**src/rtl/psg_bus_writer_pkg.sv**
```systemverilog
// Shared definitions for the PSG register-port bus writer: command entry layout,
// FSM state encoding and the helper that packs a host command into a FIFO entry.
package psg_bus_writer_pkg;

    localparam int ADDR_W   = 4;
    localparam int DATA_W   = 8;
    localparam int CMD_W    = 13;
    localparam int RD_BIT   = 12;
    localparam int ADDR_MSB = 11;
    localparam int ADDR_LSB = 8;
    localparam int DATA_MSB = 7;
    localparam int CNT_W    = 4;

    // Read wait spans two clocks because the PSG registers dout one clock after addr settles.
    localparam int RWAIT_CYC = 2;

    typedef enum logic [2:0] {
        ST_IDLE   = 3'd0,
        ST_SETUP  = 3'd1,
        ST_STROBE = 3'd2,
        ST_HOLD   = 3'd3,
        ST_RWAIT  = 3'd4,
        ST_GAP    = 3'd5
    } state_t;

    function automatic logic [CMD_W-1:0] pack_cmd(input logic              rd,
                                                   input logic [ADDR_W-1:0] addr,
                                                   input logic [DATA_W-1:0] data);
        return {rd, addr, data};
    endfunction

endpackage

```
**src/rtl/psg_bus_writer_if.sv**
```systemverilog
// Host command/response handshake plus the PSG register-port pins, bundled so the
// writer and its environment share one connection point.
interface psg_bus_writer_if;
    import psg_bus_writer_pkg::*;

    logic              cmd_valid;
    logic              cmd_ready;
    logic              cmd_rd;
    logic [ADDR_W-1:0] cmd_addr;
    logic [DATA_W-1:0] cmd_data;
    logic              rsp_valid;
    logic [DATA_W-1:0] rsp_data;
    logic [ADDR_W-1:0] psg_addr;
    logic              psg_cs_n;
    logic              psg_wr_n;
    logic [DATA_W-1:0] psg_din;
    logic [DATA_W-1:0] psg_dout;
    logic              busy;

    // master: host plus PSG core side; slave: the bus writer itself
    modport master (
        output cmd_valid, cmd_rd, cmd_addr, cmd_data, psg_dout,
        input  cmd_ready, rsp_valid, rsp_data, psg_addr, psg_cs_n, psg_wr_n, psg_din, busy
    );

    modport slave (
        input  cmd_valid, cmd_rd, cmd_addr, cmd_data, psg_dout,
        output cmd_ready, rsp_valid, rsp_data, psg_addr, psg_cs_n, psg_wr_n, psg_din, busy
    );

endinterface

```
**src/rtl/psg_bus_writer_cmd_fifo.sv**
```systemverilog
// Synchronous command FIFO with occupancy count; caller guarantees no push when full
// and no pop when empty.
module psg_bus_writer_cmd_fifo
    import psg_bus_writer_pkg::*;
#(
    parameter int DEPTH = 8
) (
    input  logic                     clk,
    input  logic                     rst_n,
    input  logic                     push_i,
    input  logic [CMD_W-1:0]         wdata_i,
    input  logic                     pop_i,
    output logic [CMD_W-1:0]         rdata_o,
    output logic [$clog2(DEPTH):0]   count_o
);

    localparam int AW = $clog2(DEPTH);

    logic [CMD_W-1:0] mem_q [DEPTH];
    logic [AW-1:0]    wr_ptr_q;
    logic [AW-1:0]    rd_ptr_q;
    logic [AW:0]      count_q;

    always_ff @(posedge clk or negedge rst_n) begin
        if (!rst_n) begin
            wr_ptr_q <= '0;
            rd_ptr_q <= '0;
            count_q  <= '0;
        end else begin
            if (push_i) wr_ptr_q <= wr_ptr_q + 1'b1;
            if (pop_i)  rd_ptr_q <= rd_ptr_q + 1'b1;
            case ({push_i, pop_i})
                2'b10:   count_q <= count_q + 1'b1;
                2'b01:   count_q <= count_q - 1'b1;
                default: count_q <= count_q;
            endcase
        end
    end

    // Storage needs no reset: pointers define which entries are live.
    always_ff @(posedge clk) begin
        if (push_i) mem_q[wr_ptr_q] <= wdata_i;
    end

    assign rdata_o = mem_q[rd_ptr_q];
    assign count_o = count_q;

endmodule

```
**src/rtl/psg_bus_writer.sv**
```systemverilog
// YM2149 register-port initiator: queues host read/write commands and replays each
// as a timed cs_n/wr_n bus cycle, returning read data on a one-cycle response pulse.
//
//   state  | meaning
//   IDLE   | bus released; pop next command if one is queued
//   SETUP  | cs_n low, addr/din settle before the strobe
//   STROBE | wr_n low for STROBE_CYC clocks
//   HOLD   | wr_n released, addr/din held one clock
//   RWAIT  | read: wait for registered dout, capture on last clock
//   GAP    | cs_n high for GAP_CYC clocks between transactions
module psg_bus_writer
    import psg_bus_writer_pkg::*;
#(
    parameter int FIFO_DEPTH = 8,
    parameter int STROBE_CYC = 2,
    parameter int GAP_CYC    = 1
) (
    input  logic                clk,
    input  logic                rst_n,
    psg_bus_writer_if.slave     bus
);

    localparam int CW = $clog2(FIFO_DEPTH) + 1;
    localparam logic [CW-1:0]    FIFO_FULL = CW'(FIFO_DEPTH);
    localparam logic [CNT_W-1:0] STROBE_TC = CNT_W'(STROBE_CYC - 1);
    localparam logic [CNT_W-1:0] GAP_TC    = CNT_W'(GAP_CYC - 1);
    localparam logic [CNT_W-1:0] RWAIT_TC  = CNT_W'(RWAIT_CYC - 1);

    state_t             state_q, state_d;
    logic [CNT_W-1:0]   cnt_q, cnt_d;
    logic               rd_q, rd_d;
    logic [ADDR_W-1:0]  addr_q, addr_d;
    logic [DATA_W-1:0]  din_q, din_d;
    logic               cs_n_q, cs_n_d;
    logic               wr_n_q, wr_n_d;
    logic               rsp_valid_q, rsp_valid_d;
    logic [DATA_W-1:0]  rsp_data_q, rsp_data_d;

    logic               push;
    logic               pop;
    logic [CMD_W-1:0]   fifo_rdata;
    logic [CW-1:0]      fifo_count;

    assign push = bus.cmd_valid && bus.cmd_ready;

    psg_bus_writer_cmd_fifo #(
        .DEPTH (FIFO_DEPTH)
    ) u_fifo (
        .clk     (clk),
        .rst_n   (rst_n),
        .push_i  (push),
        .wdata_i (pack_cmd(bus.cmd_rd, bus.cmd_addr, bus.cmd_data)),
        .pop_i   (pop),
        .rdata_o (fifo_rdata),
        .count_o (fifo_count)
    );

    always_ff @(posedge clk or negedge rst_n) begin
        if (!rst_n) begin
            state_q <= ST_IDLE;
        end else begin
            state_q <= state_d;
        end
    end

    always_comb begin
        state_d     = state_q;
        cnt_d       = cnt_q;
        rd_d        = rd_q;
        addr_d      = addr_q;
        din_d       = din_q;
        pop         = 1'b0;
        rsp_valid_d = 1'b0;
        rsp_data_d  = rsp_data_q;

        case (state_q)
            ST_IDLE: begin
                if (fifo_count != '0) begin
                    pop     = 1'b1;
                    rd_d    = fifo_rdata[RD_BIT];
                    addr_d  = fifo_rdata[ADDR_MSB:ADDR_LSB];
                    din_d   = fifo_rdata[DATA_MSB:0];
                    cnt_d   = '0;
                    state_d = ST_SETUP;
                end
            end
            ST_SETUP: begin
                if (rd_q) begin
                    cnt_d   = RWAIT_TC;
                    state_d = ST_RWAIT;
                end else begin
                    cnt_d   = STROBE_TC;
                    state_d = ST_STROBE;
                end
            end
            ST_STROBE: begin
                if (cnt_q == '0) begin
                    cnt_d   = '0;
                    state_d = ST_HOLD;
                end else begin
                    cnt_d = cnt_q - 1'b1;
                end
            end
            ST_HOLD: begin
                cnt_d   = GAP_TC;
                state_d = ST_GAP;
            end
            ST_RWAIT: begin
                if (cnt_q == '0) begin
                    rsp_valid_d = 1'b1;
                    rsp_data_d  = bus.psg_dout;
                    cnt_d       = GAP_TC;
                    state_d     = ST_GAP;
                end else begin
                    cnt_d = cnt_q - 1'b1;
                end
            end
            ST_GAP: begin
                if (cnt_q == '0) begin
                    state_d = ST_IDLE;
                end else begin
                    cnt_d = cnt_q - 1'b1;
                end
            end
            default: state_d = ST_IDLE;
        endcase

        // Strobes decoded from the next state so the pins flop in step with the FSM.
        cs_n_d = (state_d == ST_IDLE) || (state_d == ST_GAP);
        wr_n_d = (state_d != ST_STROBE);
    end

    always_ff @(posedge clk or negedge rst_n) begin
        if (!rst_n) begin
            cnt_q       <= '0;
            rd_q        <= 1'b0;
            addr_q      <= '0;
            din_q       <= '0;
            cs_n_q      <= 1'b1;
            wr_n_q      <= 1'b1;
            rsp_valid_q <= 1'b0;
            rsp_data_q  <= '0;
        end else begin
            cnt_q       <= cnt_d;
            rd_q        <= rd_d;
            addr_q      <= addr_d;
            din_q       <= din_d;
            cs_n_q      <= cs_n_d;
            wr_n_q      <= wr_n_d;
            rsp_valid_q <= rsp_valid_d;
            rsp_data_q  <= rsp_data_d;
        end
    end

    assign bus.cmd_ready = (fifo_count != FIFO_FULL);
    assign bus.busy      = (fifo_count != '0) || (state_q != ST_IDLE);
    assign bus.psg_addr  = addr_q;
    assign bus.psg_din   = din_q;
    assign bus.psg_cs_n  = cs_n_q;
    assign bus.psg_wr_n  = wr_n_q;
    assign bus.rsp_valid = rsp_valid_q;
    assign bus.rsp_data  = rsp_data_q;

endmodule

```
**src/flat_wrapper.sv**
```systemverilog
// flat-port wrapper written by rule: the top's interface ports become plain ports
module psg_bus_writer_flat import psg_bus_writer_pkg::*;
#(
    parameter int FIFO_DEPTH = 8,
    parameter int STROBE_CYC = 2,
    parameter int GAP_CYC    = 1
)
  (clk, rst_n, bus_cmd_valid, bus_cmd_rd, bus_cmd_addr, bus_cmd_data, bus_psg_dout, bus_cmd_ready, bus_rsp_valid, bus_rsp_data, bus_psg_addr, bus_psg_cs_n, bus_psg_wr_n, bus_psg_din, bus_busy);
  psg_bus_writer_if bus_i ();
  input  logic clk;
  input  logic rst_n;
  input wire logic [$bits(bus_i.cmd_valid)-1:0] bus_cmd_valid;
  input wire logic [$bits(bus_i.cmd_rd)-1:0] bus_cmd_rd;
  input wire logic [$bits(bus_i.cmd_addr)-1:0] bus_cmd_addr;
  input wire logic [$bits(bus_i.cmd_data)-1:0] bus_cmd_data;
  input wire logic [$bits(bus_i.psg_dout)-1:0] bus_psg_dout;
  output wire logic [$bits(bus_i.cmd_ready)-1:0] bus_cmd_ready;
  output wire logic [$bits(bus_i.rsp_valid)-1:0] bus_rsp_valid;
  output wire logic [$bits(bus_i.rsp_data)-1:0] bus_rsp_data;
  output wire logic [$bits(bus_i.psg_addr)-1:0] bus_psg_addr;
  output wire logic [$bits(bus_i.psg_cs_n)-1:0] bus_psg_cs_n;
  output wire logic [$bits(bus_i.psg_wr_n)-1:0] bus_psg_wr_n;
  output wire logic [$bits(bus_i.psg_din)-1:0] bus_psg_din;
  output wire logic [$bits(bus_i.busy)-1:0] bus_busy;
  assign bus_i.cmd_valid = bus_cmd_valid;
  assign bus_i.cmd_rd = bus_cmd_rd;
  assign bus_i.cmd_addr = bus_cmd_addr;
  assign bus_i.cmd_data = bus_cmd_data;
  assign bus_i.psg_dout = bus_psg_dout;
  assign bus_cmd_ready = bus_i.cmd_ready;
  assign bus_rsp_valid = bus_i.rsp_valid;
  assign bus_rsp_data = bus_i.rsp_data;
  assign bus_psg_addr = bus_i.psg_addr;
  assign bus_psg_cs_n = bus_i.psg_cs_n;
  assign bus_psg_wr_n = bus_i.psg_wr_n;
  assign bus_psg_din = bus_i.psg_din;
  assign bus_busy = bus_i.busy;
  psg_bus_writer #(.FIFO_DEPTH(FIFO_DEPTH), .STROBE_CYC(STROBE_CYC), .GAP_CYC(GAP_CYC)) u_core (.clk(clk), .rst_n(rst_n), .bus(bus_i));
endmodule
```
**config.mk**
```make
export PLATFORM = sky130hd
export DESIGN_NAME = psg_bus_writer_flat
export DESIGN_NICKNAME = d
export VERILOG_FILES = /design/src/rtl/psg_bus_writer_pkg.sv /design/src/rtl/psg_bus_writer_if.sv /design/src/rtl/psg_bus_writer_cmd_fifo.sv /design/src/rtl/psg_bus_writer.sv /design/src/flat_wrapper.sv
export SDC_FILE = /design/constraint.sdc
export NUM_CORES = 1
export LEC_CHECK = 0
export BUFFER_PORTS_ARGS = -buffer_cell sky130_fd_sc_hd__buf_2
export CAP_MARGIN = 30
export CORE_UTILIZATION = 65
export CTS_BUF_LIST = sky130_fd_sc_hd__clkbuf_4 sky130_fd_sc_hd__clkbuf_8
export DETAILED_ROUTE_END_ITERATION = 16
export PLACE_DENSITY = 0.83
export SYNTH_ARGS = -nofsm -noshare
export SYNTH_HDL_FRONTEND = slang
export SYNTH_SLANG_ARGS = --single-unit
```
**constraint.sdc**
```tcl
create_clock -name clk -period 4.5 [get_ports clk]
set_clock_uncertainty 0.1 [all_clocks]
set_input_delay 0.9 -clock clk [delete_from_list [all_inputs] [get_ports clk]]
set_output_delay 0.9 -clock clk [all_outputs]
set_load 0.02 [all_outputs]
```
==> results of run 1 <==
metrics by stage:
step	instances	setup slack (ns)	instance area, sq um	power, mW	hold WS (ns)
6_report	517	1.68	6680	4.62	0.393
5_1_grt	517	1.46	6680	4.88	0.422
3_3_place_gp	476	1.67	6140	3.45	0.363
2_1_floorplan	333	1.74	5830	3.15	0.358
4_1_cts	516	1.68	6670	4.65	0.399
3_5_place_dp	484	1.61	6240	3.57	0.370
worst paths after layout:
path                                                      start                                   end  slack [ns]  cells past startpoint
max in group asynchronous                                 rst_n    u_core.bus.psg_addr[3]$_DFFE_PN0P_        3.23                      1
min reg2reg                  u_core.bus.psg_addr[3]$_DFFE_PN0P_    u_core.bus.psg_addr[3]$_DFFE_PN0P_        0.39                      2
min in group asynchronous                                 rst_n  u_core.u_fifo.count_o[2]$_DFFE_PN0P_        0.49                      1
min                          u_core.bus.psg_addr[3]$_DFFE_PN0P_    u_core.bus.psg_addr[3]$_DFFE_PN0P_        0.39                      2
max                        u_core.u_fifo.count_o[1]$_DFFE_PN0P_  u_core.u_fifo.count_o[2]$_DFFE_PN0P_        1.68                     10
max reg2reg                u_core.u_fifo.count_o[1]$_DFFE_PN0P_  u_core.u_fifo.count_o[2]$_DFFE_PN0P_        1.68                     10
sequential cells by signal, indices dropped and copies added, names as in the netlist:
signal,flops
u_core.u_fifo.wr_ptr_q,3
u_core.u_fifo.count_o,4
u_core.u_fifo.mem_q,104
u_core.u_fifo.rd_ptr_q,3
u_core.bus.rsp_data,8
u_core.bus.psg_cs_n,1
u_core.state_q,3
u_core.bus.rsp_valid,1
u_core.cnt_q,4
u_core.bus.psg_addr,4
u_core.bus.psg_din,8
u_core.rd_q,1
u_core.bus.psg_wr_n,1
Yosys cell counts (3+ instances only):
library cell                 n
sky130_fd_sc_hd__a21o_1      3
sky130_fd_sc_hd__a21oi_1     4
sky130_fd_sc_hd__buf_2       4
sky130_fd_sc_hd__buf_4       3
sky130_fd_sc_hd__clkbuf_1    3
sky130_fd_sc_hd__dfrtp_1    39
sky130_fd_sc_hd__edfxtp_1  104
sky130_fd_sc_hd__ha_1        7
sky130_fd_sc_hd__inv_1       5
sky130_fd_sc_hd__mux2_2     11
sky130_fd_sc_hd__mux2i_1    13
sky130_fd_sc_hd__mux4_2     26
sky130_fd_sc_hd__nand2_1    28
sky130_fd_sc_hd__nand2b_1    5
sky130_fd_sc_hd__nand3_1     4
sky130_fd_sc_hd__nor2_1      9
sky130_fd_sc_hd__nor3_1      4
sky130_fd_sc_hd__o21ai_0     7
sky130_fd_sc_hd__o21ai_1     9
sky130_fd_sc_hd__or3_1       3
sky130_fd_sc_hd__xnor2_1     6
sky130_fd_sc_hd__xor2_1      3
routing by layer:
| metal | GRT usage (%) | wire (um) | vias up | part of all wire (%) |
|---|---|---|---|---|
| met2 | 36.7 | 5070 | 119 | 50 |
| met5 | 0 | 0 | - | 0 |
| li1 | - | - | 1409 | - |
| met4 | 7.92 | 121 | 0 | 1.2 |
| met3 | 6.29 | 587 | 11 | 5.8 |
| met1 | 33.5 | 4340 | 1519 | 43 |
cell families after synthesis:
group                    count (synthesis)  synth area share [%]
AO/OA/AOI/OAI                           35                  3.65
XOR/XNOR                                 9                  1.35
adder cells (fa/ha/maj)                  7                  1.50
buffers and inverters                   21                  1.93
flip-flops                             145                  71.2
multiplexers                            50                  14.4
AND/OR/NAND/NOR                         66                  6.01
power groups by stage:
stage,logic [mW],registers [mW],clock network [mW]
2_1_floorplan,1.09,2.06,0
3_3_place_gp,1.39,2.06,0
3_5_place_dp,1.52,2.05,0
4_1_cts,1.53,2.02,1.10
5_1_grt,1.67,2.06,1.15
6_report,1.51,2.02,1.08
final cells by class:
type | instances | area [sq um] | area share [%]
timing repair buffer | 59 | 358 | 5.36
clock inverter | 15 | 195 | 2.92
sequential | 145 | 4150 | 62.2
clock buffer | 17 | 234 | 3.50
inverter | 6 | 23.8 | 0.356
tap | 108 | 135 | 2.02
multi-input combinational | 167 | 1580 | 23.7
critical path, stage by stage, from the launching register on:
cell	delay (ns)
sky130_fd_sc_hd__dfrtp_1	0.48
sky130_fd_sc_hd__nor4_4	0.43
sky130_fd_sc_hd__or4_4	0.38
sky130_fd_sc_hd__clkinv_2	0.14
sky130_fd_sc_hd__ha_1	0.29
sky130_fd_sc_hd__xor2_1	0.18
sky130_fd_sc_hd__ha_1	0.19
sky130_fd_sc_hd__a21oi_1	0.14
sky130_fd_sc_hd__xor2_1	0.16
sky130_fd_sc_hd__nor2_1	0.07
sky130_fd_sc_hd__xor2_1	0.14
==> flow_summary.rst, run 1 <==
.. list-table::
   :header-rows: 1

   * - Metric
     - Value
   * - Sum of negative setup slack
     - 0 ns
   * - Die outline width
     - 96.7 um
   * - Reg clk slew, reported paths
     - 0.09 ns
   * - Mean routed wirelength per cell
     - 19.6 um
   * - Async set-reset flop share out of synthesis
     - 28.3%
   * - Root cell of the clock tree
     - sky130_fd_sc_hd__clkbuf_8
   * - Hold Violations, Final
     - 0
   * - Num Clock Sinks
     - 145
   * - GRT Resource Usage Total
     - 23.7%
   * - Total of fill cells in the finished design
     - 471
   * - Final routed DRC violation total
     - 0
   * - DR vias/cell
     - 5.91
   * - Classification of the worst setup path
     - flop to flop
   * - Synth top area share
     - 53.5%
   * - CTS tree
     - built
   * - Synthesized instance count
     - 333
   * - Synth warn
     - 0
   * - H-tree lvl count
     - 4
   * - Worst vdd rail ir drop
     - 0.330 mV
   * - Synth-to-layout area growth
     - 14.5%
   * - Number of enable-type register cells in the synthesized netlist
     - 104
   * - Result of the run
     - complete, no violations
   * - Synth top area cells
     - sky130_fd_sc_hd__edfxtp_1 (54%), sky130_fd_sc_hd__dfrtp_1 (17%), sky130_fd_sc_hd__mux4_2 (10%)
   * - First-pass GRT wire length
     - 16600 um
   * - Post-synth net total
     - 364
   * - Number of standard-cell rows in the floorplan
     - 34
   * - Total clock buffers created by CTS
     - 17
   * - Library cells used by synthesis
     - 46
   * - Post-CTS setup repair buffer count
     - 0
   * - Number of antenna violations at the first check in global routing
     - 0
   * - RePlAce Congestion
     - 0.769
   * - Minimum clock period after layout
     - 2.82 ns
   * - Overflow after GRT
     - 0
   * - Slew at the pin with the worst max-slew slack
     - 0.900 ns
   * - # IOs
     - 49
   * - Vias in the first global route
     - 3211
   * - Logic pwr share
     - 32.8%
   * - Final HPWL from detailed placement
     - 6840 um
   * - Maximum number of buffers from clock root to sink
     - 2
   * - Power density over the cells
     - 692 nW/um^2
   * - Die boundary height
     - 96.7 um
   * - Routed via count
     - 3058
   * - Average footprint of a synthesized cell
     - 17.5 sq um
   * - Switching Power
     - 1.57 mW
   * - Post_cts resized
     - 0
   * - Die area
     - 9360 sq um
   * - Startpoint Class
     - flop
   * - Largest net degree at the start of global routing
     - 42
   * - Max-capacitance violation count
     - 0
   * - Post-route clock period utilization
     - 62.7%
   * - Most frequent standard cell in the layout excluding fill and tap cells
     - sky130_fd_sc_hd__edfxtp_1
   * - Synthesized flop and latch total
     - 145
   * - Most used flip-flop cell after synthesis
     - sky130_fd_sc_hd__edfxtp_1
   * - Leading area contributor after synthesis
     - sky130_fd_sc_hd__edfxtp_1
   * - Worst Path Max Fanout
     - 29
   * - DRT iter0 DRCs
     - 204
   * - First-pass iteration count of the detailed router
     - 4
   * - Leakage power
     - 2.51 nW
   * - Portion of the post-synthesis area used by sequential elements
     - 71.2%
   * - Number of pins exceeding their max-slew limit in the final report
     - 0
   * - Final-stage net count
     - 427
   * - Required time worst endpoint
     - 4.71 ns
   * - Worst skew pair latency
     - 0.43 ns
   * - Share of final-layout standard cells stronger than drive strength 1
     - 33.5%
   * - Kind of capture point of the worst setup path
     - flop
   * - Core utilization of the finished layout
     - 76.6%
   * - Clock network power share
     - 23.5%
   * - Quantity of hold-fixing buffers added after cts
     - 0
   * - Total of buffers placed on input and output ports
     - 48
   * - Area of the placeable core
     - 8720 sq um
   * - Initial core utilization
     - 66.9%
   * - Arrival time at the worst endpoint
     - 3.03 ns
   * - Total routed wirelength
     - 10100 um
   * - Sequential Power Share
     - 43.8%
   * - Post-route ant nets
     - 0
   * - Number of endpoints failing setup at the final stage
     - 0
   * - Synthesized area
     - 5830 sq um
   * - Hold crit path type
     - flop to flop
   * - Most used cells in the layout excluding fill and tap cells
     - sky130_fd_sc_hd__edfxtp_1 (104), sky130_fd_sc_hd__buf_2 (48), sky130_fd_sc_hd__dfrtp_1 (39)
   * - Total internal power
     - 3.05 mW
   * - Sw frac
     - 34.0%
   * - Max Freq
     - 355 MHz
   * - Max transition margin
     - 40.0%
   * - Antenna diode count
     - 0
   * - Unrepaired setup endpoints after global routing
     - no
No activity file was read; power rests on OpenSTA's default activity.
==> run 2: changes to the inputs <==
Settings changed: CORE_UTILIZATION 65 to 62, PLACE_DENSITY 0.83 to 0.79.
Clock period 4.5 ns to 2.7 ns, I/O delays scaled along.
==> run 2 against run 1 <==
Sequential share of layout area shrank 0.71 points. Routed wire length is 0.53% higher. Count of clock-buffer cells in the layout grew 3. Sequential cell count stayed put. Core utilization fell by 3.1 points.
==> flow_summary.rst, run 2 (synthesis results as in run 1) <==
.. list-table::
   :header-rows: 1

   * - Metric
     - Value
   * - Sum of negative setup slack
     - 0 ns (unchanged)
   * - Worst skew pair latency
     - 0.44 ns (about the same)
   * - Number of stages on the worst hold path
     - 2 (unchanged)
   * - Slew at the pin with the worst max-slew slack
     - 0.786 ns (-0.114 ns)
   * - CTS tree
     - built
   * - Number of flip-flops in the largest register
     - 104 (unchanged)
   * - Synth-to-layout area growth
     - 15.8%
   * - DR vias/cell
     - 5.84 (-1.3%)
   * - Post-route clock period utilization
     - 93.7% (+31 points)
   * - Max-capacitance violation count
     - 0 (unchanged)
   * - Final routed DRC violation total
     - 0 (unchanged)
   * - Maximum number of buffers from clock root to sink
     - 2 (unchanged)
   * - Worst vdd rail ir drop
     - 0.553 mV (+68%)
   * - Logic pwr share
     - 34.1% (+1.3 points)
   * - Kind of capture point of the worst setup path
     - flop
   * - Area of the placeable core
     - 9200 sq um (+5.5%)
   * - Final HPWL from detailed placement
     - 6130 um (-10%)
   * - Worst-case reg-to-reg path depth
     - 7 (-3)
   * - Sw frac
     - 32.6% (-1.4 points)
   * - Worst Path Max Fanout
     - 7 (-76%)
   * - Largest net degree at the start of global routing
     - 42 (unchanged)
   * - Number of endpoints failing setup at the final stage
     - 0 (unchanged)
   * - Most frequent standard cell in the layout excluding fill and tap cells
     - sky130_fd_sc_hd__edfxtp_1
   * - Initial core utilization
     - 63.4% (-3.5 points)
   * - Most used cells in the layout excluding fill and tap cells
     - sky130_fd_sc_hd__edfxtp_1 (104), sky130_fd_sc_hd__buf_2 (48), sky130_fd_sc_hd__dfrtp_1 (39)
   * - Total chip power
     - 7.76 mW (+68%)
   * - Hold crit path type
     - input pin to flop
   * - Total clock buffers created by CTS
     - 17 (unchanged)
   * - Number of antenna violations at the first check in global routing
     - 0 (unchanged)
   * - Max Freq
     - 395 MHz (+11%)
   * - Number of pins exceeding their max-slew limit in the final report
     - 0 (unchanged)
   * - Result of the run
     - complete, no violations
   * - Register bank with the most flops
     - u_core.u_fifo.mem_q
   * - Die outline width
     - 99.0 um (+2.3%)
   * - Arrival time at the worst endpoint
     - 2.75 ns (-0.28 ns)
   * - First-pass GRT wire length
     - 16400 um (-1.4%)
   * - Die boundary height
     - 99.0 um (+2.3%)
   * - Power density over the cells
     - 1150 nW/um^2 (+66%)
   * - DRT iter0 DRCs
     - 175 (-14%)
   * - Mean routed wirelength per cell
     - 19.3 um (-1.6%)
   * - Number of standard-cell rows in the floorplan
     - 35 (+2.9%)
   * - Total routed wirelength
     - 10200 um (+0.53%)
   * - Hold Violations, Final
     - 0 (unchanged)
   * - Routed via count
     - 3081 (+0.75%)
   * - Total of buffers placed on input and output ports
     - 48 (unchanged)
   * - Post-Route Hold Slack
     - 0.234 ns (-0.159 ns)
   * - Share of final-layout standard cells stronger than drive strength 1
     - 35.0% (+1.5 points)
   * - First-pass iteration count of the detailed router
     - 4 (unchanged)
   * - Core utilization of the finished layout
     - 73.4% (-3.1 points)
   * - Switching Power
     - 2.53 mW (+61%)
   * - Max transition margin
     - 47.4% (+7.4 points)
   * - Clock network power share
     - 23.8% (+0.3 points)
   * - RePlAce Congestion
     - 0.814 (+5.9%)
   * - Vias in the first global route
     - 3186 (-0.78%)
   * - Reg clk slew, reported paths
     - 0.07 ns (-0.02 ns)
   * - Unrepaired setup endpoints after global routing
     - no
   * - Total internal power
     - 5.23 mW (+72%)
   * - Required time worst endpoint
     - 2.92 ns (-1.79 ns)
   * - Final-stage net count
     - 435 (+1.9%)
   * - Root cell of the clock tree
     - sky130_fd_sc_hd__clkbuf_8
   * - Num Clock Sinks
     - 145 (unchanged)
   * - # IOs
     - 49 (unchanged)
   * - Overflow after GRT
     - 0 (unchanged)
   * - Die area
     - 9800 sq um (+4.7%)
   * - Sequential Power Share
     - 42.2% (-1.6 points)
   * - Classification of the worst setup path
     - flop to flop
   * - H-tree lvl count
     - 4 (unchanged)
   * - Antenna diode count
     - 0 (unchanged)
   * - GRT Resource Usage Total
     - 23.5% (-0.23 points)
   * - Startpoint Class
     - flop
   * - Leakage power
     - 2.56 nW (+2.1%)
   * - Post-CTS setup repair buffer count
     - 0 (unchanged)
   * - Post-route ant nets
     - 0 (unchanged)
   * - Minimum clock period after layout
     - 2.53 ns (-0.289 ns)
-- run 2: cell types whose count changed in the layout (fill, tap and decap cells not counted), moves of 2 or more --
cell and delta:
sky130_fd_sc_hd__clkbuf_4 +2, sky130_fd_sc_hd__inv_8 -3, sky130_fd_sc_hd__buf_4 +10, sky130_fd_sc_hd__inv_6 -2, sky130_fd_sc_hd__clkinv_2 +3, sky130_fd_sc_hd__buf_6 -4
-- run 2: cell type report --
class,count,area [sq um]
Clock buffer,20,263
Clock inverter,12,178
Fill cell,556,2440
Inverter,6,23.8
Multi-Input combinational cell,167,1580
Sequential cell,145,4150
Tap cell,111,139
Timing Repair Buffer,67,418
-- run 2: final timing paths --
| check | slack (ns) | endpoint | from |
|---|---|---|---|
| min in group asynchronous | 0.51 | u_core.bus.psg_addr[3]$_DFFE_PN0P_ | rst_n |
| worst min-delay path | 0.23 | u_core.bus.rsp_data[3]$_DFFE_PN0P_ | bus_psg_dout[3] |
| worst max register to register | 0.17 | u_core.u_fifo.count_o[3]$_DFFE_PN0P_ | u_core.u_fifo.count_o[1]$_DFFE_PN0P_ |
| max in group asynchronous | 1.42 | u_core.bus.psg_cs_n$_DFF_PN1_ | rst_n |
| worst max-delay path | 0.17 | u_core.u_fifo.count_o[3]$_DFFE_PN0P_ | u_core.u_fifo.count_o[1]$_DFFE_PN0P_ |
| worst min register to register | 0.39 | u_core.bus.psg_din[7]$_DFFE_PN0P_ | u_core.bus.psg_din[7]$_DFFE_PN0P_ |
-- run 2: stage by stage --
stage	worst slack, ns	cell area (sq um)	cells
2_1_floorplan	0.137	5830	333
5_1_grt	0.0311	6750	528
3_3_place_gp	0.212	6270	494
3_5_place_dp	0.173	6270	494
4_1_cts	0.137	6710	526
6_report	0.169	6750	528
-- run 2: layer usage --
| metal | share of wire [%] | global-route usage, % | vias to the layer above | wire (um) |
|---|---|---|---|---|
| met4 | 2.2 | 10.8 | 0 | 227 |
| met3 | 3.3 | 5.25 | 22 | 331 |
| met5 | 0 | 0 | - | 0 |
| met1 | 43 | 29.0 | 1550 | 4350 |
| li1 | - | - | 1431 | - |
| met2 | 52 | 40.0 | 78 | 5260 |
-- run 2: power by group through the flow --
stage,clock [mW],combinational (mW),sequential [mW]
2_1_floorplan,0,1.81,3.43
3_3_place_gp,0,2.59,3.29
3_5_place_dp,0,2.65,3.31
4_1_cts,1.88,2.67,3.27
5_1_grt,1.97,2.90,3.32
6_report,1.84,2.64,3.27
-- run 2: critical path: stages (launching register included) --
cell	delay, ns
sky130_fd_sc_hd__dfrtp_1	0.47
sky130_fd_sc_hd__or4b_4	0.60
sky130_fd_sc_hd__nand2_1	0.18
sky130_fd_sc_hd__ha_2	0.27
sky130_fd_sc_hd__nand3b_1	0.10
sky130_fd_sc_hd__a2111oi_0	0.42
sky130_fd_sc_hd__nor3_1	0.13
sky130_fd_sc_hd__xnor2_1	0.14
-- run 2: timing repair --
item / in CTS / in global routing
hold buffers: 0 / 1
resized for setup: 0 / 1
setup endpoints to repair: 0 / 2
hold endpoints to repair: 0 / 1
